**config.mk**
```make
export PLATFORM = sky130hd
export DESIGN_NAME = alu_muldiv
export DESIGN_NICKNAME = d
export VERILOG_FILES = /design/src/rtl/alu_muldiv.sv
export SDC_FILE = /design/constraint.sdc
export NUM_CORES = 1
export LEC_CHECK = 0
export CAP_MARGIN = 10
export CELL_PAD_IN_SITES_DETAIL_PLACEMENT = 1
export CELL_PAD_IN_SITES_GLOBAL_PLACEMENT = 1
export CORE_MARGIN = 2
export CORE_UTILIZATION = 45
export DETAILED_ROUTE_END_ITERATION = 12
export GPL_TIMING_DRIVEN = 0
export PLACE_DENSITY = 0.93
export SETUP_SLACK_MARGIN = 0.02
export SYNTH_ARGS = -nofsm -noshare
export SYNTH_HDL_FRONTEND = slang
export SYNTH_SLANG_ARGS = --single-unit
```
**constraint.sdc**
```tcl
create_clock -name clk -period 6 [get_ports clk]
set_input_delay 1.2 -clock clk [delete_from_list [all_inputs] [get_ports clk]]
set_output_delay 1.2 -clock clk [all_outputs]
set_load 0.02 [all_outputs]
```
**src/rtl/alu_muldiv.sv**
```systemverilog
// Iterative RV32M-style multiply/divide unit: shift-add multiply, restoring divide.
// Optional MULDIV_FAST_MUL_EN: single-cycle combinational multiply for MUL-class ops.
module alu_muldiv #(
  parameter int unsigned XLEN = 32
) (
  input  logic            clk,
  input  logic            reset,
  input  logic            in_valid,
  output logic            in_ready,
  input  logic [XLEN-1:0] in_1,
  input  logic [XLEN-1:0] in_2,
  input  logic [2:0]      muldiv_control,
  input  logic            kill,
  output logic            out_valid,
  input  logic            out_ready,
  output logic [XLEN-1:0] out,
  output logic            zero_flag,
  output logic            busy
);

  localparam int unsigned CW = $clog2(XLEN);
  localparam int unsigned W2 = 2 * XLEN;
  localparam logic [CW-1:0]   CNT_LAST = CW'(XLEN - 1);
  localparam logic [XLEN-1:0] MIN_NEG  = {1'b1, {(XLEN-1){1'b0}}};

  typedef enum logic [1:0] {IDLE, MUL, DIV, DONE} state_t;

  state_t          state, state_nx;
  logic [CW-1:0]   cnt, cnt_nx;
  logic [1:0]      op, op_nx;
  logic            neg_hi, neg_hi_nx;
  logic            neg_lo, neg_lo_nx;
  logic [XLEN-1:0] mag, mag_nx;
  logic [W2-1:0]   acc, acc_nx;
  logic [XLEN-1:0] res, res_nx;

  // Operand signedness and magnitudes at acceptance
  logic            sign_1, sign_2;
  logic [XLEN-1:0] mag_1, mag_2;

  assign sign_1 = in_1[XLEN-1] & (muldiv_control[2] ? ~muldiv_control[0]
                                                    : (muldiv_control[1:0] != 2'b11));
  assign sign_2 = in_2[XLEN-1] & (muldiv_control[2] ? ~muldiv_control[0] : ~muldiv_control[1]);
  assign mag_1  = sign_1 ? -in_1 : in_1;
  assign mag_2  = sign_2 ? -in_2 : in_2;

  // acc holds {partial product high, multiplier} for MUL and {remainder, quotient} for DIV
  logic [W2-1:0] mul_raw, mul_fin;
  logic [XLEN-1:0] mul_res;

`ifdef MULDIV_FAST_MUL_EN
  assign mul_raw = W2'(mag) * W2'(acc[XLEN-1:0]);
`else
  logic [XLEN:0] mul_sum;
  assign mul_sum = {1'b0, acc[W2-1:XLEN]} + (acc[0] ? {1'b0, mag} : {(XLEN+1){1'b0}});
  assign mul_raw = {mul_sum, acc[XLEN-1:1]};
`endif

  assign mul_fin = neg_hi ? -mul_raw : mul_raw;
  assign mul_res = (op == 2'b00) ? mul_fin[XLEN-1:0] : mul_fin[W2-1:XLEN];

  logic [XLEN:0]   div_sh, div_diff;
  logic [W2-1:0]   div_step;
  logic [XLEN-1:0] quot, rem, div_res;

  assign div_sh   = acc[W2-1:XLEN-1];
  assign div_diff = div_sh - {1'b0, mag};
  assign div_step = div_diff[XLEN] ? {div_sh[XLEN-1:0], acc[XLEN-2:0], 1'b0}
                                   : {div_diff[XLEN-1:0], acc[XLEN-2:0], 1'b1};
  assign quot     = neg_hi ? -div_step[XLEN-1:0] : div_step[XLEN-1:0];
  assign rem      = neg_lo ? -div_step[W2-1:XLEN] : div_step[W2-1:XLEN];
  assign div_res  = op[1] ? rem : quot;

  always_ff @(posedge clk or posedge reset) begin
    if (reset) begin
      state  <= IDLE;
      cnt    <= '0;
      op     <= '0;
      neg_hi <= 1'b0;
      neg_lo <= 1'b0;
      mag    <= '0;
      acc    <= '0;
      res    <= '0;
    end else begin
      state  <= state_nx;
      cnt    <= cnt_nx;
      op     <= op_nx;
      neg_hi <= neg_hi_nx;
      neg_lo <= neg_lo_nx;
      mag    <= mag_nx;
      acc    <= acc_nx;
      res    <= res_nx;
    end
  end

  always_comb begin
    state_nx  = state;
    cnt_nx    = cnt;
    op_nx     = op;
    neg_hi_nx = neg_hi;
    neg_lo_nx = neg_lo;
    mag_nx    = mag;
    acc_nx    = acc;
    res_nx    = res;
    unique case (state)
      IDLE: begin
        if (in_valid) begin
          op_nx     = muldiv_control[1:0];
          cnt_nx    = CNT_LAST;
          neg_hi_nx = sign_1 ^ sign_2;
          neg_lo_nx = sign_1;
          mag_nx    = muldiv_control[2] ? mag_2 : mag_1;
          acc_nx    = {{XLEN{1'b0}}, (muldiv_control[2] ? mag_1 : mag_2)};
          if (!muldiv_control[2]) begin
            state_nx = MUL;
          end else if (in_2 == '0) begin
            res_nx   = muldiv_control[1] ? in_1 : '1;
            state_nx = DONE;
          end else if (!muldiv_control[0] && in_1 == MIN_NEG && in_2 == '1) begin
            res_nx   = muldiv_control[1] ? '0 : in_1;
            state_nx = DONE;
          end else begin
            state_nx = DIV;
          end
        end
      end
      MUL: begin
        if (kill) begin
          state_nx = IDLE;
        end else begin
`ifdef MULDIV_FAST_MUL_EN
          res_nx   = mul_res;
          state_nx = DONE;
`else
          acc_nx = mul_raw;
          if (cnt == '0) begin
            res_nx   = mul_res;
            state_nx = DONE;
          end else begin
            cnt_nx = cnt - CW'(1);
          end
`endif
        end
      end
      DIV: begin
        if (kill) begin
          state_nx = IDLE;
        end else begin
          acc_nx = div_step;
          if (cnt == '0) begin
            res_nx   = div_res;
            state_nx = DONE;
          end else begin
            cnt_nx = cnt - CW'(1);
          end
        end
      end
      DONE: begin
        if (kill || out_ready) state_nx = IDLE;
      end
      default: state_nx = IDLE;
    endcase
  end

  assign in_ready  = (state == IDLE);
  assign busy      = (state != IDLE);
  assign out_valid = (state == DONE);
  assign out       = res;
  assign zero_flag = (state == DONE) && (res == '0);

endmodule

```
Yosys cells after proc, flatten, opt, wreduce, memory -nomap -nowiden --
Cells that the tools add are included.
Word-level totals: bits of input ports 72, word-level logic and storage cells 97, output and inout port bits 36, flip-flop bits (word level) 139
Cells by class: multiplexer cells 40, reduce and logical (&&, ||, !) cells 19, bitwise logic cells 5, add/subtract/negate cells 8, eq/ne operators 17
Operators by type and width (count):
- 32-bit two-way mux | 19
- 64-bit two-way mux | 5
- 64-bit case mux with 3 select lines | 1
- 32-bit negation | 4
- 32-bit case mux with 3 select lines | 1
- 32-bit equality test, second input constant | 2
- 32-bit zero test | 2
- 64-bit negation | 1
- 32-bit by 32-bit adder with 33-bit output | 1
- 33-bit by 32-bit subtractor with 33-bit output | 1
- 2-bit != test, second input constant | 8
- 5-bit two-way mux | 3
- 2-bit two-way mux | 5
- 5-bit case mux with 2 select lines | 1
- 4-bit AND reduction | 2
- 8-bit AND reduction | 1
- 3-bit by 1-bit != test with 1-bit output, second input constant | 2
- 2-bit case mux with 3 select lines | 1
- 5-bit zero test | 1
- 5-bit by 1-bit subtractor with 5-bit output, second input constant | 1
- 2-bit equality test, second input constant | 2
- 2-bit zero test | 2
- 1-bit two-way mux | 4
- 2-bit by 1-bit != test with 1-bit output, second input constant | 2
- other kinds (12) | 17

Depth between registers and ports, before layout --
depth in word-level cells 8, gate-level depth with buffers 23

Worst setup path after synthesis --
Ideal clock, no wire load.
path kind reg2reg, start reg acc[31], end reg res[30] (netlist: out[30]), stages on the path, launching flop included 23, slack 0.548 ns, required time 5.871 ns, arrival 5.323 ns, library setup time 0.129 ns, path buffers 3, cell sequence dfrtp_1 clkbuf_1 inv_1 ha_1 fa_1 nand2b_1 a21oi_1 o21ai_0 a2111oi_0 nor3_1 nor2_1 inv_1 clkbuf_1 clkbuf_1 a21oi_1 ha_1 nor3b_1 mux2_2 nand3_1 o41ai_1 xor2_1 a21o_1 nand3_1
On the way: longest elaborated chain between the ends 8
Ends and longest elaborated chain:
- from (decl) | line 34 | logic [W2-1:0] acc, acc_nx;
- from (signal assigned) | line 91 | acc <= acc_nx;
- 33-bit by 32-bit subtractor with 33-bit output | line 67 | assign div_diff = div_sh - {1'b0, mag};
- 64-bit two-way mux | line 68 | assign div_step = div_diff[XLEN] ? {div_sh[XLEN-1:0], acc[XLEN-2:0], 1'b0}
- 32-bit negation (on tied branches) | line 70, 71
- 32-bit two-way mux (on tied branches) | line 70, 71
- 32-bit two-way mux | line 72 | assign div_res = op[1] ? rem : quot;
- 32-bit two-way mux | line 150 | if (cnt == '0) begin
- 32-bit two-way mux | line 146 | if (kill) begin
- 32-bit case mux with 3 select lines (*) | line 105 | unique case (state)
- to (signal assigned) | line 92 | res <= res_nx;
- to (decl) | line 35 | logic [XLEN-1:0] res, res_nx;
Every way passes the cells marked *; elsewhere a longest branch is shown, timed or not. The select of a mux whose other input is x is not followed. A chain may end at the register's enable or synchronous reset.

Worst setup path in the final report --
start reg acc[0], end reg res[24] (netlist: out[24])
On the way: longest elaborated chain between the ends 8
Ends and longest elaborated chain:
- 32-bit two-way mux | line 55 | assign mul_sum = {1'b0, acc[W2-1:XLEN]} + (acc[0] ? {1'b0, mag} : {(XLEN+1){1'b0}});
- 32-bit by 32-bit adder with 33-bit output | line 55
- 64-bit negation | line 59 | assign mul_fin = neg_hi ? -mul_raw : mul_raw;
- 64-bit two-way mux | line 59
- 32-bit two-way mux | line 60 | assign mul_res = (op == 2'b00) ? mul_fin[XLEN-1:0] : mul_fin[W2-1:XLEN];
- 32-bit two-way mux | line 136 | if (cnt == '0) begin
- 32-bit two-way mux | line 128 | if (kill) begin
- 32-bit case mux with 3 select lines (*) | line 105
Marked as above.

==> reports/qor.yml <==
antenna_cells: 0
dr_wl_met3_mm: 12.01
p_sw_share_pct: 62.28
slew-limit-headroom_pct: 14.13
drc: 0
antenna_found_initial: 1
synth-seq-cells: 139
yosys_warnings: 0
rsz0062_at_grt: "no"
rr_startpoint: "acc[0]"
arrival_ns: 6.38
die_h_microns: 200.8
yosysSeqAreaShare_pct: 19.96
wl_met2_mm: 40.68
power_density_nw_per_um2: 673.8
slew_viol_final: 0
synth.distinct_cells: 82
finalSetupTns_ns: 0
die_area_sq_um: 40310
synth_nets: 2662
skew_ns: 0.01858
dpl.hpwl_mm: 77.21
routed-via-count: 22080
fmax_mhz: 167.7
placed_cells: 3139
synth_flop_cell: "dfrtp_1"
start_util_pct: 45.29
drt_pass1_iterations: 6
synth_edf_count: 0
root_buffer: "clkbuf_16"
crit_path_end_kind: "flop"
clock_sinks: 139
gr-usage-all-layers_pct: 47.60
wl_per_cell_microns: 30.86
numCtsBuffers: 17
power_frac_comb_pct: 78.2
max_slew.worst_pin.slew_ns: 1.275
drt_wl_total_mm: 97.99
nets: 2795
areaGrowthSynthToFinish_pct: 15.24
p_leak_nw: 7.934
postSynthAreaPerCell_sq_um: 6.936
syn_inst: 2512
post-place-ws_ns: -1.999
max_cap_violations: 0
min_period_ns: 5.961
sequentialPowerShare_pct: 13.3
critPathMaxFanout: 10
viasPerCell: 6.953
power_switching_mw: 8.425
grt_pass1_wl_mm: 142.2
total_power_mw: 13.53
gp_congestion: 1.062
synth_top_cell_by_area: "dfrtp_1"
synthArstFlopShare_pct: 100.0
p_int_mw: 5.103
fin_crit_sh_pct: 99.36
crit_start: "acc[0]"
grt_max_degree: 91
postLayoutCellArea_sq_um: 20080
final_cells: 3175
grt_pass1_vias: 21550
cts_buffer_depth: 2
rr_worst_depth: 17
htreeDepth: 4
yosysMostFrequentCell: "nand2_1"
cp.required_ns: 6.42
io_buffers: 106
clk_pin_slew_worst_paths_ns: 0.07
hold_violations: 0
yosys-top-cells-count: "nand2_1 (364), o21ai_0 (312), nor2_1 (226)"
startpoint_type: "flop"
netlist_top_cells_area: "dfrtp_1 (20%), o21ai_0 (9.0%), nand2_1 (7.8%)"
ir_worst_vdd_uv: 489.1
cts_tree: "built"
wl_met1_mm: 38.23
hold_path_class: "reg -> reg"
outcome: "completed"
fin_ws_ns: 0.03853
die_w_microns: 200.8
worstSetupPathType: "reg -> reg"
syn_area_sq_um: 17420
postPlaceCellArea_sq_um: 19180
detail-route-antenna-nets: 0
min_from: "mag[8]"
min_path_cells: 2
io_pins: 108
highest_layer: "met5"
clock_latency_ns: 0.50
setup-violations-final: 0
grt-ovfl-total: 0
coreArea_sq_um: 38470
drt-initial-drc-count: 3099
num_rows: 72
yosysTopAreaCellShare_pct: 19.96
p_clk_share_pct: 8.5
drive_above_1_share_pct: 4.855
## sequential cells by signal, indices dropped and copies added, names as in the netlist
| signal | flops |
|---|---|
| mag | 32 |
| state | 2 |
| acc | 64 |
| neg_hi | 1 |
| out | 32 |
| op | 2 |
| cnt | 5 |
| neg_lo | 1 |
## placed cells by master (no fill, tap or decap), drive strengths merged, types with 37 or more instances in the layout
master           n
nor3            57
ha              76
clkbuf         181
xor2            94
nand2          364
inv             81
clkdlybuf4s50  106
nor2           226
a22oi           62
o31ai           37
xnor2          132
o21ai          313
a21oi          197
or3             39
dfrtp          139
## critical path, stage by stage (launching register included)
cell,delay [ns]
dfrtp_1,0.45
inv_4,0.19
clkbuf_2,0.33
nor2_1,0.14
fa_1,0.48
a211oi_2,0.57
nor4_2,0.16
nor3_1,0.28
xnor2_1,0.31
a211oi_2,0.38
or4b_2,0.69
or3_4,0.43
or3b_1,0.35
buf_2,0.17
o31a_1,0.26
xnor2_1,0.16
o221ai_2,0.30
nor3b_1,0.20
## cell families after synthesis
family | Yosys count | synth area share (%)
mux | 23 | 1.372
simple gates | 916 | 24.61
compound gates | 844 | 29.92
xor+xnor | 226 | 11.36
buf+inv | 262 | 5.709
fa+ha+maj | 102 | 7.066
flops | 139 | 19.96
## power groups by stage
stage               clock (mW)  combinational [mW]  sequential, mW
global placement             0                9.32            1.72
floorplan                    0                5.96            1.70
CTS                       1.14                9.82            1.76
finish                    1.15                10.6            1.80
detailed placement           0                9.61            1.76
global route              1.18                11.0            1.81
## per-layer routing
layer | up-vias | track usage [%]
li1 | 9328 | -
met1 | 10840 | 62.53
met5 | - | 0
met2 | 1529 | 70.47
met4 | 2 | 28.33
met3 | 374 | 12.06
## path summary, 6_finish.rpt
kind,to,slack [ns]
max in group asynchronous,out[31],3.98
min,mag[8],0.48
min in group asynchronous,mag[8],1.14
max reg2reg,out[24],0.04
max,out[24],0.04
min reg2reg,mag[8],0.48
## per-stage QoR
stage | util [%] | hold WS (ns)
2_1_floorplan | - | 0.4498
5_1_grt | 52.20 | 0.5224
4_1_cts | 51.77 | 0.4879
3_3_place_gp | 49.74 | 0.4635
3_5_place_dp | 49.87 | 0.4741
6_report | 52.20 | 0.4846
## timing repair
item | CTS | global route
resized for setup | 31 | 33
endpoints found under the setup margin | 56 | 24
hold buffers | 0 | 0
buffers inserted | 1 | 6
pin swaps | 3 | 6
## area by class of cell
class                   count  area (sq um)
fillers                  5001         18390
multi-input cells        2111         13190
flip-flops and latches    139          3480
repair buffers            116          1154
plain buffers             180         703.2
well taps                 518         648.1
clock buffers              18         429.2
inverters                  80         307.8
clock inverters            13         167.7
No activity file was read; power rests on OpenSTA's default activity.
